### src/rtl/logic_pkg.sv
// ============================================================================
// Module  : logic_pkg
// Brief   : Op encoding and default width shared by bitwise_logic_pipe and its
//           benches.
// Revision: 1.0 - initial release
// ============================================================================
`default_nettype none

package logic_pkg;

  localparam int unsigned LOGIC_WIDTH_DEFAULT = 32;
  localparam int unsigned LOGIC_OP_BITS       = 3;

  typedef enum logic [LOGIC_OP_BITS-1:0] {
    OP_AND     = 3'd0,
    OP_OR      = 3'd1,
    OP_XOR     = 3'd2,
    OP_NAND    = 3'd3,
    OP_NOR     = 3'd4,
    OP_XNOR    = 3'd5,
    OP_ACC_OR  = 3'd6,
    OP_ACC_CLR = 3'd7
  } logic_op_e;

  // Ops 6 and 7 read and write the accumulator instead of using operand b.
  function automatic logic is_acc_op(input logic_op_e op);
    return (op == OP_ACC_OR) || (op == OP_ACC_CLR);
  endfunction

endpackage : logic_pkg

`default_nettype wire

### src/rtl/bitwise_op.sv
// ============================================================================
// Module  : bitwise_op
// Brief   : Combinational per-bit logic function of a and b (ops 0-5).
// Revision: 1.0 - initial release
// ============================================================================
`default_nettype none

module bitwise_op
  import logic_pkg::*;
#(
  parameter int unsigned WIDTH = LOGIC_WIDTH_DEFAULT
) (
  input  logic [LOGIC_OP_BITS-1:0] op,
  input  logic [WIDTH-1:0]         a,
  input  logic [WIDTH-1:0]         b,
  output logic [WIDTH-1:0]         y
);

  logic_op_e w_op;

  assign w_op = logic_op_e'(op);

  always_comb begin
    y = '0;
    case (w_op)
      OP_AND:  y = a & b;
      OP_OR:   y = a | b;
      OP_XOR:  y = a ^ b;
      OP_NAND: y = ~(a & b);
      OP_NOR:  y = ~(a | b);
      OP_XNOR: y = ~(a ^ b);
      default: y = '0;
    endcase
  end

endmodule : bitwise_op

`default_nettype wire

### src/rtl/bitwise_logic_pipe.sv
// ============================================================================
// Module  : bitwise_logic_pipe
// Brief   : One-stage valid/ready bitwise ALU with an OR-accumulator.
// Revision: 1.0 - initial release
// ============================================================================
`default_nettype none

module bitwise_logic_pipe
  import logic_pkg::*;
#(
  parameter int unsigned WIDTH = LOGIC_WIDTH_DEFAULT
) (
  input  logic                     clk,
  input  logic                     reset,
  input  logic                     in_valid,
  output logic                     in_ready,
  input  logic [LOGIC_OP_BITS-1:0] op,
  input  logic [WIDTH-1:0]         a,
  input  logic [WIDTH-1:0]         b,
  output logic                     out_valid,
  input  logic                     out_ready,
  output logic [WIDTH-1:0]         result,
  output logic                     zero
);

  logic_op_e        w_op;
  logic             w_accept;
  logic [WIDTH-1:0] w_logic_y;
  logic [WIDTH-1:0] w_alu;

  logic             out_valid_q, out_valid_d;
  logic [WIDTH-1:0] result_q,    result_d;
  logic             zero_q,      zero_d;
  logic [WIDTH-1:0] acc_q,       acc_d;

  assign w_op = logic_op_e'(op);

  // Reset gates in_ready so a beat offered during reset is never consumed.
  assign in_ready = !reset && (!out_valid_q || out_ready);
  assign w_accept = in_valid && in_ready;

  bitwise_op #(
    .WIDTH (WIDTH)
  ) u_bitwise_op (
    .op (op),
    .a  (a),
    .b  (b),
    .y  (w_logic_y)
  );

  always_comb begin
    w_alu = w_logic_y;
    case (w_op)
      OP_ACC_OR:  w_alu = acc_q | a;
      OP_ACC_CLR: w_alu = acc_q;
      default:    w_alu = w_logic_y;
    endcase
  end

  always_comb begin
    out_valid_d = out_valid_q;
    result_d    = result_q;
    zero_d      = zero_q;
    acc_d       = acc_q;
    if (w_accept) begin
      out_valid_d = 1'b1;
      result_d    = w_alu;
      zero_d      = (w_alu == '0);
      if (is_acc_op(w_op)) begin
        acc_d = (w_op == OP_ACC_OR) ? w_alu : '0;
      end
    end else if (out_ready) begin
      out_valid_d = 1'b0;
    end
  end

  always_ff @(posedge clk) begin
    if (reset) begin
      out_valid_q <= 1'b0;
      result_q    <= '0;
      zero_q      <= 1'b0;
      acc_q       <= '0;
    end else begin
      out_valid_q <= out_valid_d;
      result_q    <= result_d;
      zero_q      <= zero_d;
      acc_q       <= acc_d;
    end
  end

  assign out_valid = out_valid_q;
  assign result    = result_q;
  assign zero      = zero_q;

endmodule : bitwise_logic_pipe

`default_nettype wire

### config.mk
export PLATFORM = sky130hd
export DESIGN_NAME = bitwise_logic_pipe
export DESIGN_NICKNAME = d
export VERILOG_FILES = /design/src/rtl/logic_pkg.sv /design/src/rtl/bitwise_op.sv /design/src/rtl/bitwise_logic_pipe.sv
export SDC_FILE = /design/constraint.sdc
export NUM_CORES = 1
export LEC_CHECK = 0
export CORE_MARGIN = 8
export CORE_UTILIZATION = 50
export DETAILED_ROUTE_END_ITERATION = 8
export PLACE_DENSITY_LB_ADDON = 0.08
export SYNTH_ARGS = -nofsm -noshare
export SYNTH_HDL_FRONTEND = slang
export SYNTH_SLANG_ARGS = --single-unit
### constraint.sdc
create_clock -name clk -period 3.9 [get_ports clk]
set_input_delay 0.78 -clock clk [delete_from_list [all_inputs] [get_ports clk]]
set_output_delay 0.78 -clock clk [all_outputs]
set_load 0.1 [all_outputs]
## After elaboration in Yosys (flattened, before gate mapping)

Index checks and enable logic that the tools add are counted.

- $mul: 0
- Div/mod/pow operators: 0
- Magnitude comparators: 0
- Add/subtract/negate cells: 0
- Mux-type cells: 5
- Shift operators: 0
- Equality and inequality tests: 7
- Bitwise gates (word level): 7
- Reduce and logical (&&, ||, !) cells: 10

Operators with widths:

| cell | number |
|---|---|
| $pmux W32 S6 | 1 |
| $not A32 Y32 | 3 |
| $or A32 B32 Y32 | 2 |
| $pmux W32 S2 | 1 |
| $and A32 B32 Y32 | 1 |
| $logic_not A32 Y1 | 1 |
| $mux W32 | 1 |
| $xor A32 B32 Y32 | 1 |
| $eq A3 B3 Y1 const B | 4 |
| $eq A3 B2 Y1 const B | 2 |
| $eq A3 B1 Y1 const B | 1 |
| $logic_not A3 Y1 | 1 |
| $logic_and A1 B1 Y1 | 2 |
| $logic_not A1 Y1 | 2 |
| $logic_or A1 B1 Y1 | 2 |
| $mux W1 | 2 |
| $reduce_and A2 Y1 | 1 |
| $reduce_bool A2 Y1 | 1 |

- Memories: 0
- Memory bits (writable): 0
- Output and inout bits: 35
- Word-level logic and storage cells: 33
- Bits in read-only memories: 0
- Latch bits: 0
- Flip-flop bits (word level): 66
- Input bits: 71

## Longest topological paths before layout

Gate-level depths: netlist of the first run.

- Word-level depth: 5
- Gate-level depth with buffers: 12
- Mapped depth without buffers: 9

## By module

From an unflattened synthesis of the first run, not the netlist that was laid out.

- Cells, all modules: 815
- Area total of the unflattened synthesis: 5622.9 um^2

Modules (own cells, without submodules):

| module | sequential area each (um^2) | area each (um^2) | times used | cells each |
|---|---|---|---|---|
| bitwise_logic_pipe | 1321.3 | 2862.7 | 1 | 373 |
| bitwise_op | 0.0 | 2760.1 | 1 | 442 |

## Worst setup path after synthesis of the first run

Ideal clock, no wire load.

- Kind: input port to output port
- Start: input reset
- End: output in_ready
- Data required time: 3.120 ns
- Arrival time: 2.431 ns
- Stages on the path: 3
- Setup slack: 0.689 ns
- Path buffers: 2
- Cells stage by stage: clkbuf_1 > clkbuf_1 > nor2_1

- Longest elaborated chain between the ends: 2

Ends and longest elaborated chain:

| what | line | source |
|---|---|---|
| from (decl) | bitwise_logic_pipe.sv:14 | `input logic reset,` |
| $logic_not A1 Y1 | bitwise_logic_pipe.sv:39 | `assign in_ready = !reset && (!out_valid_q \|\| out_ready);` |
| $logic_and A1 B1 Y1 | bitwise_logic_pipe.sv:39 |  |
| to (decl) | bitwise_logic_pipe.sv:16 | `output logic in_ready,` |

Every way passes these cells.

## Worst setup path after layout of the first run

- Start: input a[11]
- End: register zero_q, in the netlist zero

- Longest elaborated chain between the ends: 5
- Elaborated cells on any way between the ends: 10
- Those cells by class: mux (2); bitwise (7); reduce/logical (1)

Ends and longest elaborated chain:

| what | line | source |
|---|---|---|
| from (decl) | bitwise_logic_pipe.sv:18 | `input logic [WIDTH-1:0] a,` |
| $xor A32 B32 Y32, or another cell as far along | bitwise_op.sv:28, bitwise_op.sv:31 |  |
| $not A32 Y32, on equally long branches | bitwise_op.sv:31, bitwise_op.sv:29, bitwise_op.sv:30 |  |
| $pmux W32 S6 | bitwise_op.sv:25 | `case (w_op)` |
| $pmux W32 S2 (*) | bitwise_logic_pipe.sv:53 | `case (w_op)` |
| $logic_not A32 Y1 (*) | bitwise_logic_pipe.sv:68 | `zero_d = (w_alu == '0);` |
| to (signal assigned) | bitwise_logic_pipe.sv:86 | `zero_q <= zero_d;` |
| to (decl) | bitwise_logic_pipe.sv:33 | `logic zero_q, zero_d;` |

Every way passes the cells marked *; elsewhere a longest branch is shown, timed or not.
A chain may end at the register's enable or synchronous reset.

==> results of run 1 <==
-- power by group --
group          internal (W)  switching (W)
sequential         0.000701      0.0000140
clock              0.000513       0.000317
combinational      0.000291       0.000494
total               0.00150       0.000825
-- layer usage --
metal | vias up | wire length, um | GRT usage [%]
met5 | - | 0 | 0
met4 | 0 | 434 | 9.14
met3 | 27 | 786 | 3.86
met2 | 160 | 9540 | 45.0
met1 | 2813 | 6970 | 25.7
li1 | 2895 | - | -
-- registers in the layout (all words and copies together) (netlist names) --
register,cells
result,32
acc_q,32
zero,1
out_valid,1
-- path summary, 6_finish.rpt --
kind	start	end	depth (start not counted)
setup / recovery	a[11]	zero	10
hold / removal	result[13]	result[13]	2
setup reg to reg	acc_q[11]	zero	7
hold reg to reg	result[13]	result[13]	2
-- per-stage QoR --
step	cell area [um2]	hold slack [ps]	setup WS [ps]	util (%)	std cells
floorplan	5650	439	689	-	768
global placement	6860	443	293	61.1	989
detailed placement	6860	451	153	61.1	989
CTS	7160	460	489	63.8	1005
global route	7160	473	187	63.8	1005
finish	7160	452	464	63.8	1005
-- kinds of logic after synthesis --
| kind of cell | Yosys count | share of synthesized area (%) |
|---|---|---|
| compound gates | 238 | 27.8 |
| simple gates | 229 | 17.5 |
| buf+inv | 129 | 9.57 |
| flops | 66 | 23.4 |
| fa+ha+maj | 64 | 14.2 |
| mux | 42 | 7.53 |
-- critical path: stages --
cell and delay [ps]:
clkdlybuf4s50_1 500, inv_1 50, ha_1 300, mux2i_1 160
o2bb2ai_1 100, a221oi_1 380, nand4_1 200, or4_1 540
or4_1 450, o31ai_2 220
-- synthesized netlist by cell type (2+ instances only) --
library cell,instances
a2111oi_0,2
a211oi_1,21
a21o_1,5
a21oi_1,76
a221o_1,2
a221oi_1,9
a222oi_1,3
a22o_1,3
a22oi_1,24
and2_1,3
and3_1,3
buf_1,9
buf_2,18
buf_4,3
buf_6,3
clkbuf_1,25
dfxtp_1,66
ha_1,64
inv_1,70
mux2_2,3
mux2i_1,38
nand2_1,62
nand2b_1,5
nand3_1,5
nand4_1,3
nor2_1,114
nor2b_1,13
nor3_1,9
o2111ai_1,6
o211ai_1,14
o21a_1,2
o21ai_0,36
o221a_2,2
o221ai_1,6
o22ai_1,7
o2bb2ai_1,5
o31a_1,2
o31ai_1,2
o32ai_1,4
or3_1,2
or4_1,2
-- cell type report --
cell class / instances / area, um2
fillers: 1031 / 4060
multi-input cells: 573 / 3790
flip-flops and latches: 66 / 1320
repair buffers: 136 / 1290
inverters: 71 / 267
clock buffers: 10 / 239
well taps: 143 / 179
clock inverters: 6 / 65.1
==> run metrics, run 1 <==
CP Class in -> reg; status completed; final count of hold timing violations 0; post-synth cell types 58; mapped cell area 5650 um2; worst-margin pin slew between 1000 and 1500 ps; Final period util between 80% and 90%; largest net degree at the start of global routing 90; crit-path max FO 3; top-area cell type share of the netlist area about a quarter; port bufs 105; core area ~11000 um2; Routed WL per cell between 15 and 20 um; crit start category input pin; chip width approximately 120 um; most common cell after layout, fill and taps aside nor2_1; Critical Path End Type flip-flop; drt first-iter violations between 400 and 500; Leak 3.09 nW; asr flop ratio synth 0%; clock latency on the worst-skew pair ~330 ps; final net count slightly below 1000; Total Routed Length 17700 um; Slew Viols, Final 0; clk_skew roughly 6.4 ps; clock-pin slew on the worst setup and hold paths about 60 ps; Num CTS Buffers 9; detailed placement HPWL between 10000 and 15000 um; TritonCTS clock tree done; CTS sink count 66; FF-to-FF setup slack approximately 1500 ps; GRT Total Usage a little under a quarter; RSZ-0062 raised after global routing no; Via Count approximately 6000; Post-route DRC 0; gp weighted congestion roughly 0.86; share of layout cells above drive strength 1 under 10%; CP Data Required Time just over 4000 ps; starting density of the core between 50 and 60%; Vias per Instance approximately 6; grt ovf 0; Max-slew headroom 32.6%; max cap viols 0; syn_area_per_cell approximately 7.4 um2; area leader, netlist dfxtp_1; H-Tree Depth 3; Syn. warnings 0; Tot Pwr 0.00233 W; synth top area cells dfxtp_1, ha_1, nor2_1; antenna violations before repair 0; most frequent cells in the layout nor2_1, clkdlybuf4s50_1, a21oi_1; first-pass GRT wire length 28800 um; Resize count post-CTS 0; Post-synth top flop dfxtp_1; number of flops mapped to enable cells by yosys 0; IO Pins ~110; Synth Instances roughly 770; row cnt 39; CTS max path bufs 2; post-CTS setup buffers 0; Inserted Diodes 0; vias in the first global route 5900; final setup vio count 0; Mapped Nets about 900; clock tree root driver cell clkbuf_16; Achievable Freq ~290 MHz; Worst VDD drop around 260 uV; Area growth syn-to-layout 26.7%; post-route ant nets 0; Die Ht around 120 um; Final TNS setup 0 ps; clock period minus worst slack between 3000 and 4000 ps; Hold/Removal Path Class reg -> reg; post-synthesis register bit count 66; CTS Hold Buffers Added 0; Critical Path AT roughly 3700 ps; sequential fraction of the synthesis area 23.4%; Pre-Repair DR Iteration Count 5; pwr/cell area around 330 nW/um2; full die area roughly 15000 um2
Power figures use the tool's default switching activity.
==> run 2, diff against run 1 <==
--- a/config.mk
+++ b/config.mk
@@ -11,4 +11,5 @@
 export PLACE_DENSITY_LB_ADDON = 0.08
 export SYNTH_ARGS = -nofsm -noshare
 export SYNTH_HDL_FRONTEND = slang
+export SYNTH_HIERARCHICAL = 1
 export SYNTH_SLANG_ARGS = --single-unit
==> run metrics, run 2 <==
post-synthesis register bit count 66 (unchanged); Slew Viols, Final 0 (unchanged); worst-margin pin slew 994 ps (-14.8 ps); crit start category input pin; Post-route DRC 0 (unchanged); grt ovf 0 (unchanged); cell chain of the critical path clkdlybuf4s50_1, inv_1, ha_1, nor2_1, a21oi_1, a21oi_1, o22ai_1, a21o_1, o31ai_1, nand4_1, nor4_1, nand2_1, o31ai_2; Pre-Repair DR Iteration Count 5 (unchanged); CTS sink count 66 (unchanged); CP Class in -> reg; syn_area_per_cell 6.90 um2 (-6.2%); core area 10900 um2 (-3.0%); clock latency on the worst-skew pair 360 ps (+30 ps); Routed WL per cell 16.6 um (-5.9%); Util after Layout 62.5% (-1.3 points); clock-pin slew on the worst setup and hold paths 70 ps (about the same); area leader, netlist dfxtp_1; final net count 1017 (+2.5%); Layout Cells excl Fill 1027 (+2.2%); CP max stage cell clkdlybuf4s50_1; Area growth syn-to-layout 21.1%; r2r endpoint zero; IO Pins 106 (unchanged); Synth top cells by count nor2_1, a21oi_1, dfxtp_1, inv_1, ha_1; Syn. warnings 6 (+6); Reg-to-Reg Start acc_q[16]; Hold Crit Start result[19]; Max-slew headroom 33.5% (+0.99 points); detailed placement HPWL 12100 um (-7.7%); RSZ-0062 raised after global routing no; Mapped Nets 950 (+5.2%); Post-synth top flop dfxtp_1; Resize count post-CTS 0 (unchanged); Crit path max-delay family compound AO/OA/AOI/OAI gates; Achievable Freq 327 MHz (+12%); first-pass GRT wire length 27600 um (-4.0%); row cnt 38 (-2.6%); starting density of the core 51.6% (+1.3 points); most frequent cell after synthesis nor2_1; Hold Crit Endpoint result[19]; CP most frequent cell a21oi_1; Leak 2.93 nW (-5.2%); status completed; most common cell after layout, fill and taps aside nor2_1; number of flops mapped to enable cells by yosys 0 (unchanged); post-route ant nets 0 (unchanged); GRT Total Usage 22.7% (-1.0 points); post-route cell area 6810 um2 (-4.9%); post-synth cell types 33 (-43%); final setup vio count 0 (unchanged); post-CTS setup buffers 0 (unchanged); Hold/Removal Path Class reg -> reg; Worst Path Buf+Inv 2 (unchanged); Worst VDD drop 206 uV (-22%); Critical Path End Type flip-flop; top-area cell type share of the netlist area 23.5% (+0.11 points); crit-path max FO 4 (+1); mapped cell area 5620 um2 (-0.49%); Total Routed Length 17000 um (-3.9%); sequential fraction of the synthesis area 23.5% (+0.11 points); CTS Hold Buffers Added 0 (unchanged); most frequent cells in the layout nor2_1, a21oi_1, clkdlybuf4s50_1; Die Ht 122 um (-0.21%); synth top area cells dfxtp_1, ha_1, a21oi_1; Vias per Instance 5.79 (-1.3%); asr flop ratio synth 0% (unchanged); gp weighted congestion 0.888 (+2.7%); slowest stage delay, CP 530 ps (about the same); drt first-iter violations 610 (+44%); R2R depth 5 (-2); clk_skew 7.67 ps (+1.30 ps); Critical Path Stages 13 (+3); H-Tree Depth 3 (unchanged); TritonCTS clock tree done; chip width 122 um (-0.21%); Via Count 5947 (+0.88%); Tot Pwr 0.00204 W (-13%); full die area 14900 um2 (-0.42%); FF-to-FF setup slack 2000 ps (+460 ps); share of layout cells above drive strength 1 5.19% (-2.1 points); Cells after DPL 1011 (+2.2%); Num CTS Buffers 9 (unchanged); antenna violations before repair 0 (unchanged); Final TNS setup 0 ps (unchanged); hold path cells 2 (unchanged); max cap viols 0 (unchanged); pwr/cell area 299 nW/um2 (-8.0%); largest net degree at the start of global routing 94 (+4.4%); Post-DP Area 6600 um2 (-3.7%); Critical Path AT 3330 ps (-360 ps); Inserted Diodes 0 (unchanged); clock period minus worst slack 3060 ps (-377 ps); CTS max path bufs 2 (unchanged); Synth Instances 815 (+6.1%); final count of hold timing violations 0 (unchanged); port bufs 105 (unchanged); CP Data Required Time 4180 ps (+30 ps); Final period util 78.4% (-9.7 points); vias in the first global route 5828 (-1.2%); clock tree root driver cell clkbuf_8
run 2: worst min-delay path, delay by kind of cell (launching register included):
family | cells | cell delay (ps)
flops | 1 | 310
compound gates | 1 | 50
simple gates | 1 | 50
run 2: layout make-up:
class | instances | area, um2
fillers | 1031 | 4080
flip-flops and latches | 66 | 1320
inverters | 66 | 248
clock buffers | 10 | 138
well taps | 140 | 175
clock inverters | 6 | 66.3
repair buffers | 118 | 1170
multi-input cells | 621 | 3690
run 2: cells by family after synthesis:
family                     after synthesis  synth area share, %
DFF                                     66                 23.5
adders and majority gates               64                 14.2
and+or+nand+nor                        267                 20.6
buffers and inverters                  128                 11.0
AOI/OAI and AO/OA                      290                 30.6
run 2: worst max-delay path by stage:
stage | start | to | slack, ps
6_report | a[24] | zero | 840
3_5_place_dp | a[20] | zero | 500
3_3_place_gp | a[24] | zero | 590
4_1_cts | a[24] | zero | 890
5_1_grt | op[2] | zero | 760
2_1_floorplan | reset | acc_q[10] | 480
run 2: power by group:
part	leakage (nW)	internal, W	total [W]	switching (W)
clock	0.0945	0.000312	0.000601	0.000288
sequential	0.536	0.000697	0.000710	0.0000124
combinational	2.30	0.000267	0.000728	0.000461
total	2.93	0.00128	0.00204	0.000762
run 2: per-layer routing:
layer | GRT usage, % | vias to the layer above | share of wire, % | wire, um
li1 | - | 2906 | - | -
met1 | 25.5 | 2818 | 42 | 7090
met2 | 38.9 | 180 | 49 | 8370
met3 | 4.58 | 43 | 5.2 | 884
met4 | 13.4 | 0 | 4.1 | 697
met5 | 0 | - | 0 | 0
run 2: per-stage QoR:
| step | setup slack (ps) | hold WS (ps) |
|---|---|---|
| floorplan | 475 | 437 |
| global placement | 588 | 446 |
| detailed placement | 499 | 450 |
| CTS | 890 | 461 |
| global route | 759 | 487 |
| finish | 841 | 460 |
==> run 3, diff against run 2 <==
--- a/config.mk
+++ b/config.mk
@@ -6,7 +6,7 @@
 export NUM_CORES = 1
 export LEC_CHECK = 0
 export CORE_MARGIN = 8
-export CORE_UTILIZATION = 50
+export CORE_UTILIZATION = 48
 export DETAILED_ROUTE_END_ITERATION = 8
 export PLACE_DENSITY_LB_ADDON = 0.08
 export SYNTH_ARGS = -nofsm -noshare
==> constraint.sdc (replaced) <==
create_clock -name clk -period 2.7 [get_ports clk]
set_input_delay 0.54 -clock clk [delete_from_list [all_inputs] [get_ports clk]]
set_output_delay 0.54 -clock clk [all_outputs]
set_load 0.1 [all_outputs]
==> run metrics, run 3 (same netlist as run 2, synthesis figures left out) <==
CTS max path bufs 2 (unchanged); starting density of the core 49.2% (-2.4 points); worst-margin pin slew 509 ps (-485 ps); Worst Path Buf+Inv 2 (unchanged); clk_skew 5.36 ps (-2.31 ps); Final period util a little over 90%; FF-to-FF setup slack 1040 ps (-960 ps); largest net degree at the start of global routing 83 (-12%); CP max stage cell clkdlybuf4s50_1; Max-slew headroom 65.7% (+32 points); crit start category input pin; Slew Viols, Final 0 (unchanged); post-route ant nets 0 (unchanged); clock latency on the worst-skew pair 330 ps (-30 ps); GRT Total Usage 21.1% (-1.6 points); hold path cells 2 (unchanged); row cnt 39 (+2.6%); R2R depth 7 (+2); Layout Cells excl Fill 1112 (+8.3%); r2r endpoint acc_q[12]; gp weighted congestion 0.831 (-6.4%); Leak 3.48 nW (+19%); antenna violations before repair 0 (unchanged); clock period minus worst slack 2520 ps; slowest stage delay, CP 480 ps (-50 ps); Routed WL per cell 15.3 um (-8.0%); vias in the first global route 6032 (+3.5%); most frequent cells in the layout nor2_1, a21oi_1, buf_4; Hold/Removal Path Class reg -> reg; drt first-iter violations 494 (-19%); max cap viols 0 (unchanged); Inserted Diodes 0 (unchanged); detailed placement HPWL 12500 um (+3.8%); Total Routed Length 17000 um (-0.42%); Tot Pwr 0.00349 W (+71%); Cells after DPL 1096 (+8.4%); final net count 1099 (+8.1%); Die Ht 124 um (+1.8%); H-Tree Depth 3 (unchanged); core area 11400 um2 (+4.9%); Critical Path Stages 13 (unchanged); Area growth syn-to-layout 34.7%; FF/Latch Area 1320 um2 (unchanged); final setup vio count 0 (unchanged); Critical Path End Type flip-flop; CTS sink count 66 (unchanged); fillers 984 (-4.6%); Post-route DRC 0 (unchanged); first-pass GRT wire length 28400 um (+2.9%); Crit path max-delay family simple AND/OR/NAND/NOR gates; chip width 124 um (+1.8%); clock-pin slew on the worst setup and hold paths 60 ps (about the same); Num CTS Buffers 9 (unchanged); footprint of the multi-input gates 3770 um2 (+2.2%); pwr/cell area 460 nW/um2 (+54%); Worst VDD drop 397 uV (+93%); CP Class in -> reg; Vias per Instance 5.57 (-3.8%); most common cell after layout, fill and taps aside nor2_1; status completed; port bufs 105 (unchanged); final hold slack 461 ps (+0.973 ps); Pre-Repair DR Iteration Count 7 (+2); share of layout cells above drive strength 1 18.2% (+13 points); CP Data Required Time 2940 ps (-1240 ps); Reg-to-Reg Start out_valid; CP Launch Point a[23]; clock tree root driver cell clkbuf_16; crit-path max FO 2 (-2); TritonCTS clock tree done; final count of hold timing violations 0 (unchanged); Achievable Freq 396 MHz; cell chain of the critical path clkdlybuf4s50_1, inv_1, ha_1, nor2_1, a21oi_1, a21oi_1, o22ai_1, a21o_1, o31ai_2, nand4_1, nor4_2, nand2_1, o31ai_2; Via Count 6192 (+4.1%); worst setup path endpoint zero; Critical Path AT 2770 ps (-560 ps); grt ovf 0 (unchanged); full die area 15400 um2 (+3.6%); IO Pins 106 (unchanged)
-- run 3: changes by cell type in the layout (fill, tap and decap cells not counted), moves of 2 or more --
cell             previous run  this run
buf_12                      3         5
buf_4                      12       126
clkbuf_16                   0         9
clkbuf_8                   10         1
clkdlybuf4s50_1           101        66
clkinvlp_4                  3         1
ha_1                       64        62
ha_4                        0         2
nor2_1                    159       155
nor2_2                      1         4
o31ai_1                    20        13
o31ai_2                     1         8
-- run 3: worst min-delay path by stage --
stage / endpoint / startpoint
after floorplan: acc_q[10] / acc_q[10]
after global placement: acc_q[18] / acc_q[18]
after detailed placement: acc_q[11] / acc_q[11]
after CTS: result[9] / result[9]
after global routing: acc_q[5] / acc_q[5]
final: result[9] / result[9]
-- run 3: area by class of cell --
| cell class | instances | share of cell area, % |
|---|---|---|
| Multi-Input combinational cell | 621 | 49.8 |
| Sequential cell | 66 | 17.4 |
| Inverter | 66 | 3.27 |
| Clock buffer | 10 | 3.15 |
| Timing Repair Buffer | 200 | 22.8 |
| Tap cell | 143 | 2.36 |
| Clock inverter | 6 | 1.19 |
-- run 3: power breakdown --
group	internal (W)	switching, W	total, W
Sequential	0.00101	0.0000209	0.00103
Clock	0.000834	0.000439	0.00127
Combinational	0.000492	0.000693	0.00118
Total	0.00234	0.00115	0.00349
-- run 3: stage by stage --
step | worst slack (ps) | setup TNS [ps] | area [um2] | util (%)
after floorplan | 224 | 0 | 5630 | -
after global placement | -123 | -123 | 7170 | 62.8
after detailed placement | -204 | -204 | 7170 | 62.8
after CTS | 126 | 0 | 7500 | 65.7
after global routing | -12.5 | -12.5 | 7580 | 66.3
final | 176 | 0 | 7580 | 66.3
-- run 3: layer usage --
metal	vias up	global-route usage, %	wire, um
met1	2903	25.3	7450
met3	38	3.11	769
met4	0	9.07	544
li1	3077	-	-
met2	174	36.6	8210
met5	-	0	0
-- run 3: tightest hold or removal path, stage by stage (launching register included) --
cell     delay [ps]
dfxtp_1         310
nand2_1          50
a21oi_1          50
-- run 3: repair_timing --
| item | 4_1_cts | 5_1_grt |
|---|---|---|
| gates resized for setup | 0 | 14 |
| hold buffers | 0 | 0 |
| setup buffers | 0 | 0 |
| endpoints found under the setup margin | 0 | 1 |
